<file path="src/rtl/frogger_player_ctrl.sv">
// frogger_player_ctrl: grid-based Frogger player controller.
// Edge-detects the debounced move switches, moves the frog one cell per accepted
// edge (priority Up > Down > Left > Right, optional cooldown), runs the
// IDLE / ALIVE / DYING / GAME_OVER life cycle, keeps score and lives, and
// produces the registered sprite pixel enable for the VGA compositor.
// Optional build macro: FROGGER_WRAP_X_EN -- horizontal moves wrap around the
// grid instead of clamping at the left/right edges (Y always clamps).
module frogger_player_ctrl #(
    parameter int GRID_W       = 20,
    parameter int GRID_H       = 15,
    parameter int START_X      = 10,
    parameter int START_Y      = 14,
    parameter int COORD_W      = 6,
    parameter int SCORE_W      = 7,
    parameter int LIVES        = 3,
    parameter int COOLDOWN     = 0,
    parameter int DEATH_CYCLES = 25000000
) (
    input  logic               i_Clk,
    input  logic               i_Reset,
    input  logic               i_Up_Mvt,
    input  logic               i_Down_Mvt,
    input  logic               i_Left_Mvt,
    input  logic               i_Right_Mvt,
    input  logic               i_Game_Active,
    input  logic               i_Hazard,
    input  logic [COORD_W-1:0] i_Col_Count_Div,
    input  logic [COORD_W-1:0] i_Row_Count_Div,
    output logic               o_Draw_Frogger,
    output logic [COORD_W-1:0] o_Frogger_X,
    output logic [COORD_W-1:0] o_Frogger_Y,
    output logic [SCORE_W-1:0] o_Score,
    output logic [2:0]         o_Lives,
    output logic               o_Goal_Pulse,
    output logic               o_Game_Over
);

    localparam int DC_W = (DEATH_CYCLES > 1) ? $clog2(DEATH_CYCLES) : 1;
    localparam int CD_W = (COOLDOWN > 0) ? $clog2(COOLDOWN + 1) : 1;

    localparam logic [COORD_W-1:0] X_START    = COORD_W'(START_X);
    localparam logic [COORD_W-1:0] Y_START    = COORD_W'(START_Y);
    localparam logic [COORD_W-1:0] X_MAX      = COORD_W'(GRID_W - 1);
    localparam logic [COORD_W-1:0] Y_MAX      = COORD_W'(GRID_H - 1);
    localparam logic [COORD_W-1:0] C_ONE      = COORD_W'(1);
    localparam logic [2:0]         LIVES_INIT = 3'(LIVES);
    localparam logic [CD_W-1:0]    CD_LOAD    = CD_W'(COOLDOWN);
    localparam logic [DC_W-1:0]    DC_LAST    = DC_W'(DEATH_CYCLES - 1);
    localparam logic [SCORE_W-1:0] SCORE_MAX  = {SCORE_W{1'b1}};

`ifdef FROGGER_WRAP_X_EN
    localparam bit WRAP_X = 1'b1;
`else
    localparam bit WRAP_X = 1'b0;
`endif

    typedef enum logic [1:0] {
        ST_IDLE,
        ST_ALIVE,
        ST_DYING,
        ST_GAME_OVER
    } state_t;

    state_t               state_q, state_d;
    logic [COORD_W-1:0]   x_q, x_d, y_q, y_d;
    logic [SCORE_W-1:0]   score_q, score_d;
    logic [2:0]           lives_q, lives_d;
    logic [CD_W-1:0]      cool_q, cool_d;
    logic [DC_W-1:0]      death_q, death_d;
    logic                 goal_q, goal_d;
    logic                 draw_q, draw_d;
    logic                 up_q, down_q, left_q, right_q, active_q;
    logic                 game_over;

    logic                 up_edge, down_edge, left_edge, right_edge, active_rise;
    logic                 at_goal, death_done, move_ok;
    logic                 mv_any;
    logic [COORD_W-1:0]   mv_x, mv_y;

    assign up_edge     = i_Up_Mvt    & ~up_q;
    assign down_edge   = i_Down_Mvt  & ~down_q;
    assign left_edge   = i_Left_Mvt  & ~left_q;
    assign right_edge  = i_Right_Mvt & ~right_q;
    assign active_rise = i_Game_Active & ~active_q;
    assign at_goal     = (y_q == '0);
    assign death_done  = (death_q == DC_LAST);
    assign move_ok     = (cool_q == '0);

    // Input history for rising-edge detection of the switches and game enable.
    // NOTE: sequential state uses non-blocking assignments so every register
    // samples the pre-edge values of its peers.
    always_ff @(posedge i_Clk or posedge i_Reset) begin
        if (i_Reset) begin
            up_q     <= 1'b0;
            down_q   <= 1'b0;
            left_q   <= 1'b0;
            right_q  <= 1'b0;
            active_q <= 1'b0;
        end else begin
            up_q     <= i_Up_Mvt;
            down_q   <= i_Down_Mvt;
            left_q   <= i_Left_Mvt;
            right_q  <= i_Right_Mvt;
            active_q <= i_Game_Active;
        end
    end

    // Candidate position for the highest-priority move edge, clamped or wrapped.
    // NOTE: every output gets a default first, so no path infers a latch.
    always_comb begin
        mv_any = 1'b0;
        mv_x   = x_q;
        mv_y   = y_q;
        if (up_edge) begin
            mv_any = 1'b1;
            if (y_q != '0) mv_y = y_q - C_ONE;
        end else if (down_edge) begin
            mv_any = 1'b1;
            if (y_q != Y_MAX) mv_y = y_q + C_ONE;
        end else if (left_edge) begin
            mv_any = 1'b1;
            if (x_q != '0)  mv_x = x_q - C_ONE;
            else if (WRAP_X) mv_x = X_MAX;
        end else if (right_edge) begin
            mv_any = 1'b1;
            if (x_q != X_MAX) mv_x = x_q + C_ONE;
            else if (WRAP_X)  mv_x = '0;
        end
    end

    // FSM state register.
    always_ff @(posedge i_Clk or posedge i_Reset) begin
        if (i_Reset) state_q <= ST_IDLE;
        else         state_q <= state_d;
    end

    // FSM next state: game enable drops win, then goal over hazard, death timer.
    always_comb begin
        state_d = state_q;
        unique case (state_q)
            ST_IDLE: begin
                if (i_Game_Active) state_d = ST_ALIVE;
            end
            ST_ALIVE: begin
                if (!i_Game_Active)            state_d = ST_IDLE;
                else if (!at_goal && i_Hazard) state_d = ST_DYING;
            end
            ST_DYING: begin
                if (!i_Game_Active)  state_d = ST_IDLE;
                else if (death_done) state_d = (lives_q == '0) ? ST_GAME_OVER : ST_ALIVE;
            end
            ST_GAME_OVER: begin
                if (active_rise) state_d = ST_ALIVE;
            end
            default: state_d = ST_IDLE;
        endcase
    end

    // FSM outputs: game-over flag and the pre-register sprite enable (blinks in DYING).
    always_comb begin
        game_over = (state_q == ST_GAME_OVER);
        draw_d    = 1'b0;
        if (i_Col_Count_Div == x_q && i_Row_Count_Div == y_q) begin
            unique case (state_q)
                ST_GAME_OVER: draw_d = 1'b0;
                ST_DYING:     draw_d = death_q[DC_W-1];
                default:      draw_d = 1'b1;
            endcase
        end
    end

    // Datapath next values: position, score, lives, cooldown and death timer.
    always_comb begin
        x_d     = x_q;
        y_d     = y_q;
        score_d = score_q;
        lives_d = lives_q;
        goal_d  = 1'b0;
        cool_d  = (cool_q != '0) ? cool_q - CD_W'(1) : '0;
        death_d = '0;
        unique case (state_q)
            ST_IDLE: begin
                x_d = X_START;
                y_d = Y_START;
            end
            ST_ALIVE: begin
                if (!i_Game_Active) begin
                    x_d = X_START;
                    y_d = Y_START;
                end else if (at_goal) begin
                    score_d = (score_q != SCORE_MAX) ? score_q + SCORE_W'(1) : score_q;
                    goal_d  = 1'b1;
                    x_d     = X_START;
                    y_d     = Y_START;
                end else if (i_Hazard) begin
                    lives_d = (lives_q != '0) ? lives_q - 3'd1 : 3'd0;
                end else if (mv_any && move_ok) begin
                    x_d    = mv_x;
                    y_d    = mv_y;
                    cool_d = CD_LOAD;
                end
            end
            ST_DYING: begin
                if (!i_Game_Active) begin
                    x_d = X_START;
                    y_d = Y_START;
                end else if (death_done) begin
                    // With lives left the frog respawns; otherwise it stays where it died.
                    if (lives_q != '0) begin
                        x_d = X_START;
                        y_d = Y_START;
                    end
                end else begin
                    death_d = death_q + DC_W'(1);
                end
            end
            ST_GAME_OVER: begin
                if (active_rise) begin
                    score_d = '0;
                    lives_d = LIVES_INIT;
                    x_d     = X_START;
                    y_d     = Y_START;
                end
            end
            default: ;
        endcase
    end

    // Datapath registers.
    always_ff @(posedge i_Clk or posedge i_Reset) begin
        if (i_Reset) begin
            x_q     <= X_START;
            y_q     <= Y_START;
            score_q <= '0;
            lives_q <= LIVES_INIT;
            cool_q  <= '0;
            death_q <= '0;
            goal_q  <= 1'b0;
            draw_q  <= 1'b0;
        end else begin
            x_q     <= x_d;
            y_q     <= y_d;
            score_q <= score_d;
            lives_q <= lives_d;
            cool_q  <= cool_d;
            death_q <= death_d;
            goal_q  <= goal_d;
            draw_q  <= draw_d;
        end
    end

    assign o_Draw_Frogger = draw_q;
    assign o_Frogger_X    = x_q;
    assign o_Frogger_Y    = y_q;
    assign o_Score        = score_q;
    assign o_Lives        = lives_q;
    assign o_Goal_Pulse   = goal_q;
    assign o_Game_Over    = game_over;

endmodule

</file>
<file path="config.mk">
export PLATFORM = sky130hd
export DESIGN_NAME = frogger_player_ctrl
export DESIGN_NICKNAME = d
export VERILOG_FILES = /design/src/rtl/frogger_player_ctrl.sv
export SDC_FILE = /design/constraint.sdc
export NUM_CORES = 1
export LEC_CHECK = 0
export ABC_AREA = 1
export BUFFER_PORTS_ARGS = -buffer_cell sky130_fd_sc_hd__buf_2
export CORE_ASPECT_RATIO = 0.7
export CORE_MARGIN = 2
export CORE_UTILIZATION = 35
export DETAILED_ROUTE_END_ITERATION = 10
export SLEW_MARGIN = 20
export SYNTH_ARGS = -nofsm -noshare
export SYNTH_HDL_FRONTEND = slang
export SYNTH_SLANG_ARGS = --single-unit
export TNS_END_PERCENT = 20
</file>
<file path="constraint.sdc">
create_clock -name i_Clk -period 2 [get_ports i_Clk]
set_input_delay 0.6 -clock i_Clk [delete_from_list [all_inputs] [get_ports i_Clk]]
set_output_delay 0.6 -clock i_Clk [all_outputs]
set_load 0.02 [all_outputs]
</file>
==> qor.yml <==
run_status:
  status: "completed"
setup_path:
  crit_family: "flip-flops"
  cp_cell_sequence: "ha_1, buf_4, buf_2"
  crit_buf_inv: 2
  startpoint_type: "flop"
  critical_path_arrival_ps: 1270
  cp_max_fo: 7
  cp-end-kind: "primary output"
  critPathMaxStageDelay_ps: 430
  crit_type: "reg2out"
  regToRegSetupSlack_ps: 220
  required_ps: 1400
  crit_slowest_cell: "dfrtp_1"
timing:
  final-hold-violation-count: 0
  setup_viol: 0
  fin_setup_tns_ps: 0
  tightest_slew_ps: 420
  max_slew_margin: 0.720
  clock.fmax_mhz: 535
  rsz0062_at_grt: "no"
  min_period_ps: 1870
  finalCritPeriodShare: 0.934
  fin_ws_ps: 132
  final_max_slew_viol_count: 0
  clock_skew_ps: 4.77
detailed_routing:
  drtAntennaViolNets: 0
  drt_pass1_iterations: 5
  vias_per_cell: 4.71
  wire_per_inst_microns: 12.1
  vias: 3219
  drtIter0Drc: 185
  drc: 0
  totalWireLength_mm: 8.31
place:
  gp_congestion: 0.877
  dp_slack_ps: 43.0
  place_area_sq_mm: 0.00405
  dp.final_hpwl_mm: 6.42
  port_buffers: 44
global_routing:
  first_global_vias: 2906
  met2_usage: 0.218
  grt_overflow: 0
  grt.met1_usage: 0.239
  grt_start_max_net_pins: 40
  busiest_layer: "met1"
  grt_pass1_wl_mm: 13.9
  antenna_found_initial: 0
  grt.total_usage: 0.154
  grtUsageMet3: 0.0341
cts:
  cts_buffers: 5
  clkTransAtPathRegs_ps: 70
  cts_tree: "yes"
  clock-sinks: 56
  ctsRootBufferMaster: "clkbuf_16"
  cts_max_level: 2
  cts_max_path_buffers: 2
  insertion_delay_ps: 300
synth:
  ys_warn_count: 0
  synth_edf_count: 0
  syn_avg_cell_area_sq_um: 7.28
  async_flop_share: 1.00
  synth_top_flop_cell: "dfrtp_1"
  seq_area_frac_synth: 0.388
  netlist_area_sq_mm: 0.00363
  syn_inst: 499
  ys_types: 38
  synth_nets: 529
  ys_ff_latch: 56
floorplanning:
  die_w_microns: 126
  core_sq_mm: 0.0102
  die_h_microns: 89.3
  ios: 45
  die_area_sq_mm: 0.0112
  row_count: 31
  start_util: 0.355
power:
  p_int_uw: 2620
  power_switching_uw: 2040
  p_seq_frac: 0.373
  p_clk_frac: 0.196
  leakage_uw: 0.00207
  swShare: 0.439
  finalPower_uw: 4660
  irDropWorstVdd_v: 0.000409
  p_comb_frac: 0.431
  power.density_mw_per_mm2: 1110
finish:
  areaGrowthSynthToFinish_pct: 15.8
  drive_above_1_share: 0.194
  num_antenna_cells: 0
  fin_area_sq_mm: 0.00421
  nNetsFinal: 581
  final_cell_mix: "nand2_1 (128), nor2_1 (71), inv_1 (59), dfrtp_1 (49), buf_2 (44)"
  final_common_cell: "nand2_1"
flow_run:
  maxCapViolCount: 0
hold_path:
  holdCritPathClass: "in2async"
registers in the layout (all words and copies together) (netlist names):
| signal | cells |
|---|---|
| active_q | 1 |
| up_q | 1 |
| o_Goal_Pulse | 1 |
| down_q | 1 |
| o_Frogger_Y | 6 |
| state_q | 2 |
| right_q | 1 |
| o_Lives | 3 |
| o_Score | 7 |
| o_Draw_Frogger | 1 |
| o_Frogger_X | 6 |
| death_q | 25 |
| left_q | 1 |
cells by family (layout without fill, tap and decap cells):
family,count (synthesis),after routing,synth area share
flip-flops,56,56,0.388
buffers and inverters,75,128,0.0812
AO/OA/AOI/OAI,56,56,0.0871
XOR/XNOR,24,24,0.0578
adder cells (fa/ha/maj),10,10,0.0344
AND/OR/NAND/NOR,278,278,0.351
power by group through the flow:
stage	registers (uW)	logic (uW)	clock network, uW
2_1_floorplan	1840	1350	0
4_1_cts	1730	2020	945
5_1_grt	1780	2290	996
3_3_place_gp	1740	1970	0
6_report	1740	2010	914
3_5_place_dp	1760	2010	0
layout make-up:
| type | instances | area (sq um) |
|---|---|---|
| clock buffers | 7 | 143 |
| clock inverters | 1 | 7.51 |
| fillers | 1071 | 6030 |
| inverters | 68 | 259 |
| multi-input cells | 368 | 1930 |
| flip-flops and latches | 56 | 1410 |
| well taps | 132 | 165 |
| repair buffers | 52 | 293 |
through the flow:
stage	hold WS, ps	instances	util
2_1_floorplan	431	499	-
6_report	288	684	0.411
4_1_cts	301	684	0.410
3_3_place_gp	456	676	0.396
5_1_grt	317	684	0.411
3_5_place_dp	457	676	0.396
synthesized netlist by cell type, types with 2 or more instances:
cell type / instances / area [sq um]
nand2_2: 6 / 37.5
buf_2: 3 / 15.0
nand2_4: 2 / 22.5
inv_2: 7 / 26.3
and3_1: 2 / 12.5
o31ai_1: 2 / 15.0
xnor2_1: 6 / 52.6
a21oi_1: 21 / 105
buf_4: 2 / 15.0
clkbuf_2: 2 / 10.0
nor2_1: 71 / 267
nand2_1: 129 / 484
nand3b_1: 2 / 15.0
or2_2: 3 / 18.8
o21ai_1: 4 / 20.0
nand3_1: 23 / 115
o21a_1: 2 / 15.0
nor3_1: 11 / 55.1
o21bai_1: 2 / 15.0
dfstp_2: 7 / 184
nor2_2: 5 / 31.3
o21ai_0: 20 / 100
ha_1: 10 / 125
dfrtp_1: 49 / 1230
inv_1: 61 / 229
nand3_2: 3 / 30.0
xor2_1: 18 / 158
nor2_4: 8 / 90.1
nand4_1: 9 / 56.3
what timing repair did:
item / CTS / global route
setup buffers: 0 / 0
resized for setup: 0 / 2
hold buffers: 0 / 0
hold endpoints to repair: 0 / 0
endpoints found under the setup margin: 0 / 9
final timing paths:
kind | from | to | depth (start not counted)
setup / recovery | state_q[1] | o_Game_Over | 3
hold / removal | i_Reset | left_q | 2
setup reg to reg | state_q[1] | o_Frogger_X[4] | 12
hold reg to reg | death_q[0] | death_q[0] | 1
max in group asynchronous | i_Reset | o_Lives[0] | 3
min in group i_Clk | i_Down_Mvt | down_q | 1
worst register-to-register path, delay by kind of cell, from the launching register on:
family	cells	cell delay (ps)
AOI/OAI and AO/OA	1	160
adders and majority gates	1	240
buffers and inverters	4	290
DFF	1	420
and+or+nand+nor	6	560
layer usage:
layer	share of wire	up-vias
met4	0.0070	0
met5	0	-
met2	0.41	49
met3	0.040	5
met1	0.54	1489
li1	-	1676
No activity file was read; power rests on OpenSTA's default activity.
